[config.mk]
export PLATFORM = sky130hd
export DESIGN_NAME = max7219_reg_file
export DESIGN_NICKNAME = d
export VERILOG_FILES = /design/src/rtl/max7219_checker_pkg.sv /design/src/rtl/max7219_reg_file.sv
export SDC_FILE = /design/constraint.sdc
export NUM_CORES = 1
export LEC_CHECK = 0
export CAP_MARGIN = 20
export CORE_MARGIN = 1.5
export CORE_UTILIZATION = 30
export DETAILED_ROUTE_END_ITERATION = 12
export REMOVE_ABC_BUFFERS = 1
export SETUP_SLACK_MARGIN = 0.1
export SLEW_MARGIN = 20
export SYNTH_ARGS = -nofsm -noshare
export SYNTH_HDL_FRONTEND = slang
export SYNTH_SLANG_ARGS = --single-unit
[constraint.sdc]
create_clock -name clk -period 7.35 [get_ports clk]
set_clock_uncertainty 0.1 [all_clocks]
set_input_delay 1.47 -clock clk [delete_from_list [all_inputs] [get_ports clk]]
set_output_delay 1.47 -clock clk [all_outputs]
set_load 0.01 [all_outputs]
[src/rtl/max7219_checker_pkg.sv]
// Shared constants, register layout and address helpers for the MAX7219 chain checker.
package max7219_checker_pkg;

  localparam logic [3:0] AddrNoop        = 4'h0;
  localparam logic [3:0] AddrDigit0      = 4'h1;
  localparam logic [3:0] AddrDigit7      = 4'h8;
  localparam logic [3:0] AddrDecodeMode  = 4'h9;
  localparam logic [3:0] AddrIntensity   = 4'hA;
  localparam logic [3:0] AddrScanLimit   = 4'hB;
  localparam logic [3:0] AddrShutdown    = 4'hC;
  localparam logic [3:0] AddrIllegalD    = 4'hD;
  localparam logic [3:0] AddrIllegalE    = 4'hE;
  localparam logic [3:0] AddrDisplayTest = 4'hF;

  localparam int unsigned WordBits    = 16;
  localparam int unsigned BitCntWidth = 8;
  localparam logic [BitCntWidth-1:0] BitCntMax = 8'hFF;

  typedef struct packed {
    logic [7:0][7:0] digit;
    logic [7:0]      decode_mode;
    logic [7:0]      intensity;
    logic [7:0]      scan_limit;
    logic [7:0]      shutdown;
    logic [7:0]      display_test;
  } dev_regs_t;

  function automatic logic addr_is_illegal(input logic [3:0] addr);
    return (addr == AddrIllegalD) || (addr == AddrIllegalE);
  endfunction

  function automatic logic addr_is_writable(input logic [3:0] addr);
    return (addr != AddrNoop) && !addr_is_illegal(addr);
  endfunction

endpackage

[src/rtl/max7219_reg_file.sv]
// Register set of one emulated MAX7219: one write port, one combinational read port.
module max7219_reg_file
  import max7219_checker_pkg::*;
(
  input  logic       clk,
  input  logic       rst_n,
  input  logic       i_wr_en,
  input  logic [3:0] i_wr_addr,
  input  logic [7:0] i_wr_data,
  input  logic [3:0] i_rd_addr,
  output logic [7:0] o_rd_data,
  output dev_regs_t  o_regs
);

  dev_regs_t r_regs;

  always_ff @(posedge clk) begin
    if (!rst_n) begin
      r_regs <= '0;
    end else if (i_wr_en) begin
      case (i_wr_addr)
        AddrDecodeMode:  r_regs.decode_mode  <= i_wr_data;
        AddrIntensity:   r_regs.intensity    <= i_wr_data;
        AddrScanLimit:   r_regs.scan_limit   <= i_wr_data;
        AddrShutdown:    r_regs.shutdown     <= i_wr_data;
        AddrDisplayTest: r_regs.display_test <= i_wr_data;
        default: begin
          // Digit addresses 1..8 map to digit 0..7; address 8 wraps 0-1 to 7 in three bits.
          if (i_wr_addr >= AddrDigit0 && i_wr_addr <= AddrDigit7) begin
            r_regs.digit[i_wr_addr[2:0] - 3'd1] <= i_wr_data;
          end
        end
      endcase
    end
  end

  always_comb begin
    o_rd_data = 8'h00;
    case (i_rd_addr)
      AddrDecodeMode:  o_rd_data = r_regs.decode_mode;
      AddrIntensity:   o_rd_data = r_regs.intensity;
      AddrScanLimit:   o_rd_data = r_regs.scan_limit;
      AddrShutdown:    o_rd_data = r_regs.shutdown;
      AddrDisplayTest: o_rd_data = r_regs.display_test;
      default: begin
        if (i_rd_addr >= AddrDigit0 && i_rd_addr <= AddrDigit7) begin
          o_rd_data = r_regs.digit[i_rd_addr[2:0] - 3'd1];
        end
      end
    endcase
  end

  assign o_regs = r_regs;

endmodule

==> summary.txt, run 1 <==
Route
  • Iter 0 DRT Violations: 301
  • DR WL/cell: 18.60 µm
  • Vias per cell: 4.963
  • Vias post-DR: 4,278
  • Detailed Routing Iterations Pass 1: 7
  • Final wirelength: 16,040 µm
  • Routed Antenna Nets: 0
  • DRC errors left: 0

Yosys
  • Post-Synthesis Cells: 528
  • Post-synthesis mux area share: 0.2289
  • XOR/XNOR Fraction of Synth Area: 0.007152
  • Largest cells by area after synthesis: dfxtp_1, mux2i_1, nand2_1
  • Simple-gate share of the synthesized area: 0.1645
  • Top_reg_cell synth: dfxtp_1
  • Synth top area share: 0.4104
  • Synth Area in Compound Gates: 0.1297
  • Synth cell count leaders: nand2_1, dfxtp_1, mux2i_1
  • Post-synthesis sequential area ratio: 0.4104
  • Synth area leader: dfxtp_1
  • Post-synthesis adder-cell area fraction: 0.02466
  • Mean Syn Cell Area: 9.609 µm²
  • Most frequent cell after synthesis: nand2_1
  • Number of synthesized register bits: 104
  • Synth async-reset ratio: 0
  • Yosys warns: 0
  • Mapped cell area: 5074 µm²
  • Yosys cell types: 38
  • Main combinational cell family by area after synthesis: multiplexers
  • EDFF count, synth: 0

STA
  • Setup TNS: 0 ns
  • Slew @ Worst Pin: 0.9526 ns
  • Rel. slew slack: 0.3650
  • Final Hold Fails: 0
  • Period utilisation layout: 0.8097
  • Post-route minimum period: 5.951 ns
  • Final Setup Violations: 0
  • Fmax: 168.0 MHz
  • RSZ-0062 raised after global routing: no
  • Max-slew violations: 0

Setup path
  • R2R depth: 2
  • Startpoint Class: primary input
  • R2R setup slack: 6.51 ns
  • Worst Path Required: 5.78 ns
  • Slowest Stage Delay on Critical Path: 0.77 ns
  • Worst endpoint data arrival time: 4.38 ns
  • Critical-path cell list: clkdlybuf4s50_1 -> inv_1 -> ha_1 -> mux4_2 -> mux2i_1 -> o21ai_0 -> clkdlybuf4s50_1
  • Top cell by count, worst path: clkdlybuf4s50_1
  • Critical Path Fanout Max: 16
  • Crit-path slowest cell: ha_1
  • FF-to-FF Start: o_regs[1]$_SDFFE_PN0P_
  • CP Buf/Inv Count: 3
  • CP Capture Type: primary output
  • Delay-heaviest family, CP: buffers and inverters
  • CP Launch Point: i_rd_addr[0]
  • Setup CP Type: in2out
  • Critical path depth: 7

Clock network
  • Total CTS buffers: 9
  • Worst-Skew Late Latency: 0.35 ns
  • CTS root buf: clkbuf_16
  • CTS clk-pin slew, worst paths: 0.08 ns
  • Clock tree buffer depth: 2
  • CTS tree: yes
  • Total clock sinks: 104
  • Post-CTS resize count: 0
  • # H-tree levels: 3
  • Post-CTS Hold Fix Bufs: 0
  • Setup bufs post-CTS: 0

Power and ir drop
  • Psw: 0.3132 mW
  • Switching share of power: 0.2594
  • PD cells: 176.9 nW/µm²
  • Final Power: 1.207 mW
  • Seq pwr share: 0.478
  • Internal: 0.8939 mW
  • Leakage: 2.377 nW
  • IR drop worst, VDD: 0.1182 mV
  • Clock power frac: 0.418
  • Logic pwr share: 0.103

Die
  • IO Pins: 131
  • Starting Density: 0.3070
  • Die Area: 17,700 µm²
  • Die X: 133.0 µm
  • Die Y: 133.0 µm
  • Rows: 47
  • Total core area: 16,520 µm²

Run status
  • Status: finished, final reports clean

Finish
  • Area grow syn2layout: 34.50%
  • Non-Filler Instances: 862
  • Diode count: 0
  • Fillers: 1,606
  • Max FFs per register: 104
  • Nets: 666
  • Ratio of cells with drive above 1 in the final layout: 0.07321
  • Final Core Density: 0.4130

Run
  • Max cap viols: 0

Global route
  • First-pass GRT wire length: 25,000 µm
  • Number of global-route vias before repair: 4,354
  • Total congestion overflow: 0
  • Largest net degree at the start of global routing: 63
  • GRT Util Overall: 0.1834
  • Antenna violations before repair: 0

Placed design
  • Cells after DPL: 846
  • DP HPWL: 11,810 µm
  • Number of port buffers: 130
  • Placer Congestion: 0.8413

Worst hold path
  • Hold Path Class: reg2reg
  • Hold depth: 2
  • Hold Startpoint: o_regs[90]$_SDFFE_PN0P_
[power groups by stage]
stage / logic [mW] / clock network, mW / registers [mW]
3_5_place_dp: 0.125 / 0 / 0.591
3_3_place_gp: 0.122 / 0 / 0.591
6_report: 0.124 / 0.505 / 0.577
5_1_grt: 0.134 / 0.535 / 0.578
2_1_floorplan: 0.0568 / 0 / 0.592
4_1_cts: 0.125 / 0.512 / 0.577
[cells by family after synthesis]
kind of cell | count (synthesis)
xor gates and xnor gates | 2
buffers and inverters | 40
AOI/OAI and AO/OA | 83
and+or+nand+nor | 193
DFF | 104
muxes | 96
adders and majority gates | 10
[metal layers]
| layer | share of wire | track usage | wire length [µm] |
|---|---|---|---|
| met5 | 0 | 0 | 0 |
| met4 | 0.015 | 0.05372 | 233 |
| met3 | 0.063 | 0.03908 | 1017 |
| met2 | 0.47 | 0.3015 | 7534 |
| met1 | 0.45 | 0.2420 | 7249 |
[cell type report]
type | instances | area, µm² | area share
clock buffers | 9 | 225.2 | 0.03300
clock inverters | 7 | 85.08 | 0.01247
inverters | 4 | 15.01 | 0.002200
multi-input cells | 384 | 2815 | 0.4125
flip-flops and latches | 104 | 2082 | 0.3051
well taps | 220 | 275.3 | 0.04034
repair buffers | 134 | 1326 | 0.1944
[worst min-delay path, stage by stage, from the launching register on]
cell and delay [ns]:
dfxtp_1 0.33, nand2_1 0.06, mux2i_1 0.05
[path summary, 6_finish.rpt]
kind,to
max,o_rd_data[6]
min,o_regs[90]$_SDFFE_PN0P_
max reg2reg,o_regs[1]$_SDFFE_PN0P_
min reg2reg,o_regs[90]$_SDFFE_PN0P_
[cell usage in the layout, fill, tap and decap left out, types with 3 or more instances in the layout]
cell	count
nand3b_1	3
nor2b_1	7
clkbuf_16	9
mux4_2	16
mux2i_1	80
buf_4	4
ha_1	10
nand3_1	8
and2_1	3
dfxtp_1	104
nand2_1	157
inv_1	4
o21ai_0	22
a21boi_0	40
nand2b_1	3
a2111o_1	3
clkdlybuf4s50_1	129
a211oi_4	4
a22oi_1	8
[stage by stage]
| stage | setup WS, ns | hold WS, ns | cell area [µm²] |
|---|---|---|---|
| 2_1_floorplan | 2.874 | 0.3881 | 4912 |
| 3_3_place_gp | 1.460 | 0.3731 | 6514 |
| 3_5_place_dp | 1.392 | 0.3715 | 6514 |
| 4_1_cts | 1.392 | 0.3863 | 6824 |
| 5_1_grt | 1.293 | 0.3999 | 6824 |
| 6_report | 1.399 | 0.3813 | 6824 |
(Power assumes the default switching activity.)
==> run 2: changes to the inputs <==
Clock period 7.35 ns to 6.11 ns, I/O delays scaled along.
==> run 2 against run 1 <==
Sequential power rose by 20%. Critical path depth did not move. Routed wire length fell by 0.37%. Non-clock buffer count rose by 1. Die area did not move. Utilization fell by 0.23 points. Clock power rose by 5.1%. Register-to-register slack got worse by 1.2 ns. Total power rose by 14%. First-iteration DRC count rose by 6.0%. Global-route usage fell by 0.37 points. Cell count did not move. Critical endpoint is now o_rd_data[0]. Largest cell class unchanged. Largest power group unchanged.
==> summary.txt, run 2 (synthesized netlist as in run 1, its figures left out) <==
Route
  • Iter 0 DRT Violations: 319
  • Routed Antenna Nets: 0
  • Vias per cell: 5.022
  • DR WL/cell: 18.53 µm
  • DRC errors left: 0
  • Detailed Routing Iterations Pass 1: 6
  • Final wirelength: 15,980 µm
  • Vias post-DR: 4,329

Setup path
  • Critical-path cell list: clkdlybuf4s50_1 -> buf_4 -> ha_1 -> nor2_1 -> a21oi_1 -> o21ai_0 -> clkdlybuf4s50_1
  • Worst endpoint data arrival time: 4.03 ns
  • Critical Path Fanout Max: 18
  • Top cell by count, worst path: clkdlybuf4s50_1
  • Setup CP Type: in2out
  • Slowest Stage Delay on Critical Path: 0.54 ns
  • R2R setup slack: 5.27 ns
  • Worst Path Required: 4.79 ns
  • Crit-path slowest cell: clkdlybuf4s50_1
  • CP Capture Type: primary output
  • Startpoint Class: primary input

STA
  • Post-route minimum period: 5.351 ns
  • Period utilisation layout: 0.8758
  • Setup TNS: 0 ns
  • Fmax: 186.9 MHz
  • RSZ-0062 raised after global routing: no
  • Slew @ Worst Pin: 1.047 ns
  • Final Setup Violations: 0
  • Max-slew violations: 0
  • Rel. slew slack: 0.3022
  • Final Hold Fails: 0
  • Final hold slack: 0.3823 ns

Power and ir drop
  • Internal: 1.026 mW
  • Psw: 0.3506 mW
  • Clock power frac: 0.386
  • Leakage: 2.357 nW
  • IR drop worst, VDD: 0.1502 mV
  • Seq pwr share: 0.505
  • Switching share of power: 0.2547
  • PD cells: 202.8 nW/µm²
  • Logic pwr share: 0.110

Finish
  • Multi-input combinational cell area: 2815 µm²
  • Storage element area: 2082 µm²
  • Area grow syn2layout: 33.76%
  • Most used cells in the layout excluding fill and tap cells: nand2_1, clkdlybuf4s50_1, dfxtp_1, mux2i_1, a21boi_0
  • Ratio of cells with drive above 1 in the final layout: 0.07009
  • Fillers: 1,611
  • Max FFs per register: 104
  • Diode count: 0
  • Nets: 667
  • Non-Filler Instances: 862
  • Most common cell after layout, fill and taps aside: nand2_1

Clock network
  • Setup bufs post-CTS: 0
  • Post-CTS Hold Fix Bufs: 0
  • Total clock sinks: 104
  • CTS clk-pin slew, worst paths: 0.07 ns
  • CTS root buf: clkbuf_16
  • CTS tree: yes
  • # H-tree levels: 3
  • Post-CTS resize count: 0
  • Worst-Skew Late Latency: 0.34 ns
  • Clock tree buffer depth: 2
  • Total CTS buffers: 9

Global route
  • Total congestion overflow: 0
  • Antenna violations before repair: 0
  • Largest net degree at the start of global routing: 60
  • Number of global-route vias before repair: 4,266
  • First-pass GRT wire length: 24,390 µm
  • GRT Util Overall: 0.1797

Placed design
  • Placer Congestion: 0.8076
  • Number of port buffers: 130
  • DP HPWL: 11,800 µm
  • Cells after DPL: 847

Worst hold path
  • Hold Path Class: reg2reg

Die
  • Die Area: 17,700 µm²
  • Die X: 133.0 µm
  • Die Y: 133.0 µm
  • Total core area: 16,520 µm²
  • Starting Density: 0.3070
  • IO Pins: 131
  • Rows: 47

Run status
  • Status: finished, final reports clean

Run
  • Max cap viols: 0
==> run 2: worst paths after layout <==
path	end	depth (start not counted)	startpoint
setup / recovery	o_rd_data[0]	7	i_rd_addr[0]
setup reg to reg	o_regs[26]$_SDFFE_PN0P_	2	o_regs[26]$_SDFFE_PN0P_
hold reg to reg	o_regs[70]$_SDFFE_PN0P_	2	o_regs[70]$_SDFFE_PN0P_
hold / removal	o_regs[70]$_SDFFE_PN0P_	2	o_regs[70]$_SDFFE_PN0P_
==> run 2: critical path, delay by kind of cell <==
family / cells / cell delay (ns)
and+or+nand+nor: 1 / 0.10
adders and majority gates: 1 / 0.48
buffers and inverters: 3 / 1.43
AOI/OAI and AO/OA: 2 / 0.78
==> run 2: cell type report <==
cell class / instances / share of cell area
tap: 220 / 0.04056
timing repair buffer: 135 / 0.1965
clock buffer: 11 / 0.03429
inverter: 4 / 0.002212
clock inverter: 4 / 0.004794
sequential: 104 / 0.3068
multi-input combinational: 384 / 0.4148
==> run 2: power groups by stage <==
stage / clock network (mW) / registers (mW) / logic (mW)
3_3_place_gp: 0 / 0.711 / 0.148
4_1_cts: 0.535 / 0.695 / 0.151
5_1_grt: 0.563 / 0.696 / 0.161
3_5_place_dp: 0 / 0.711 / 0.151
6_report: 0.531 / 0.695 / 0.151
2_1_floorplan: 0 / 0.712 / 0.0683
==> run 2: metrics by stage <==
stage / setup WS, ns / cell area (µm²) / utilization / power (mW)
2_1_floorplan: 2.130 / 4912 / - / 0.7799
3_3_place_gp: 0.7386 / 6521 / 0.3946 / 0.8582
3_5_place_dp: 0.7226 / 6521 / 0.3946 / 0.8613
4_1_cts: 0.7201 / 6787 / 0.4107 / 1.381
5_1_grt: 0.5648 / 6787 / 0.4107 / 1.420
6_report: 0.7588 / 6787 / 0.4107 / 1.376
==> run 2: layer usage <==
layer,GRT usage,wire (µm),up-vias
met5,0,0,-
met3,0.04061,1012,20
met1,0.2396,7215,2093
met2,0.2928,7467,174
met4,0.04884,280,0
li1,-,-,2042
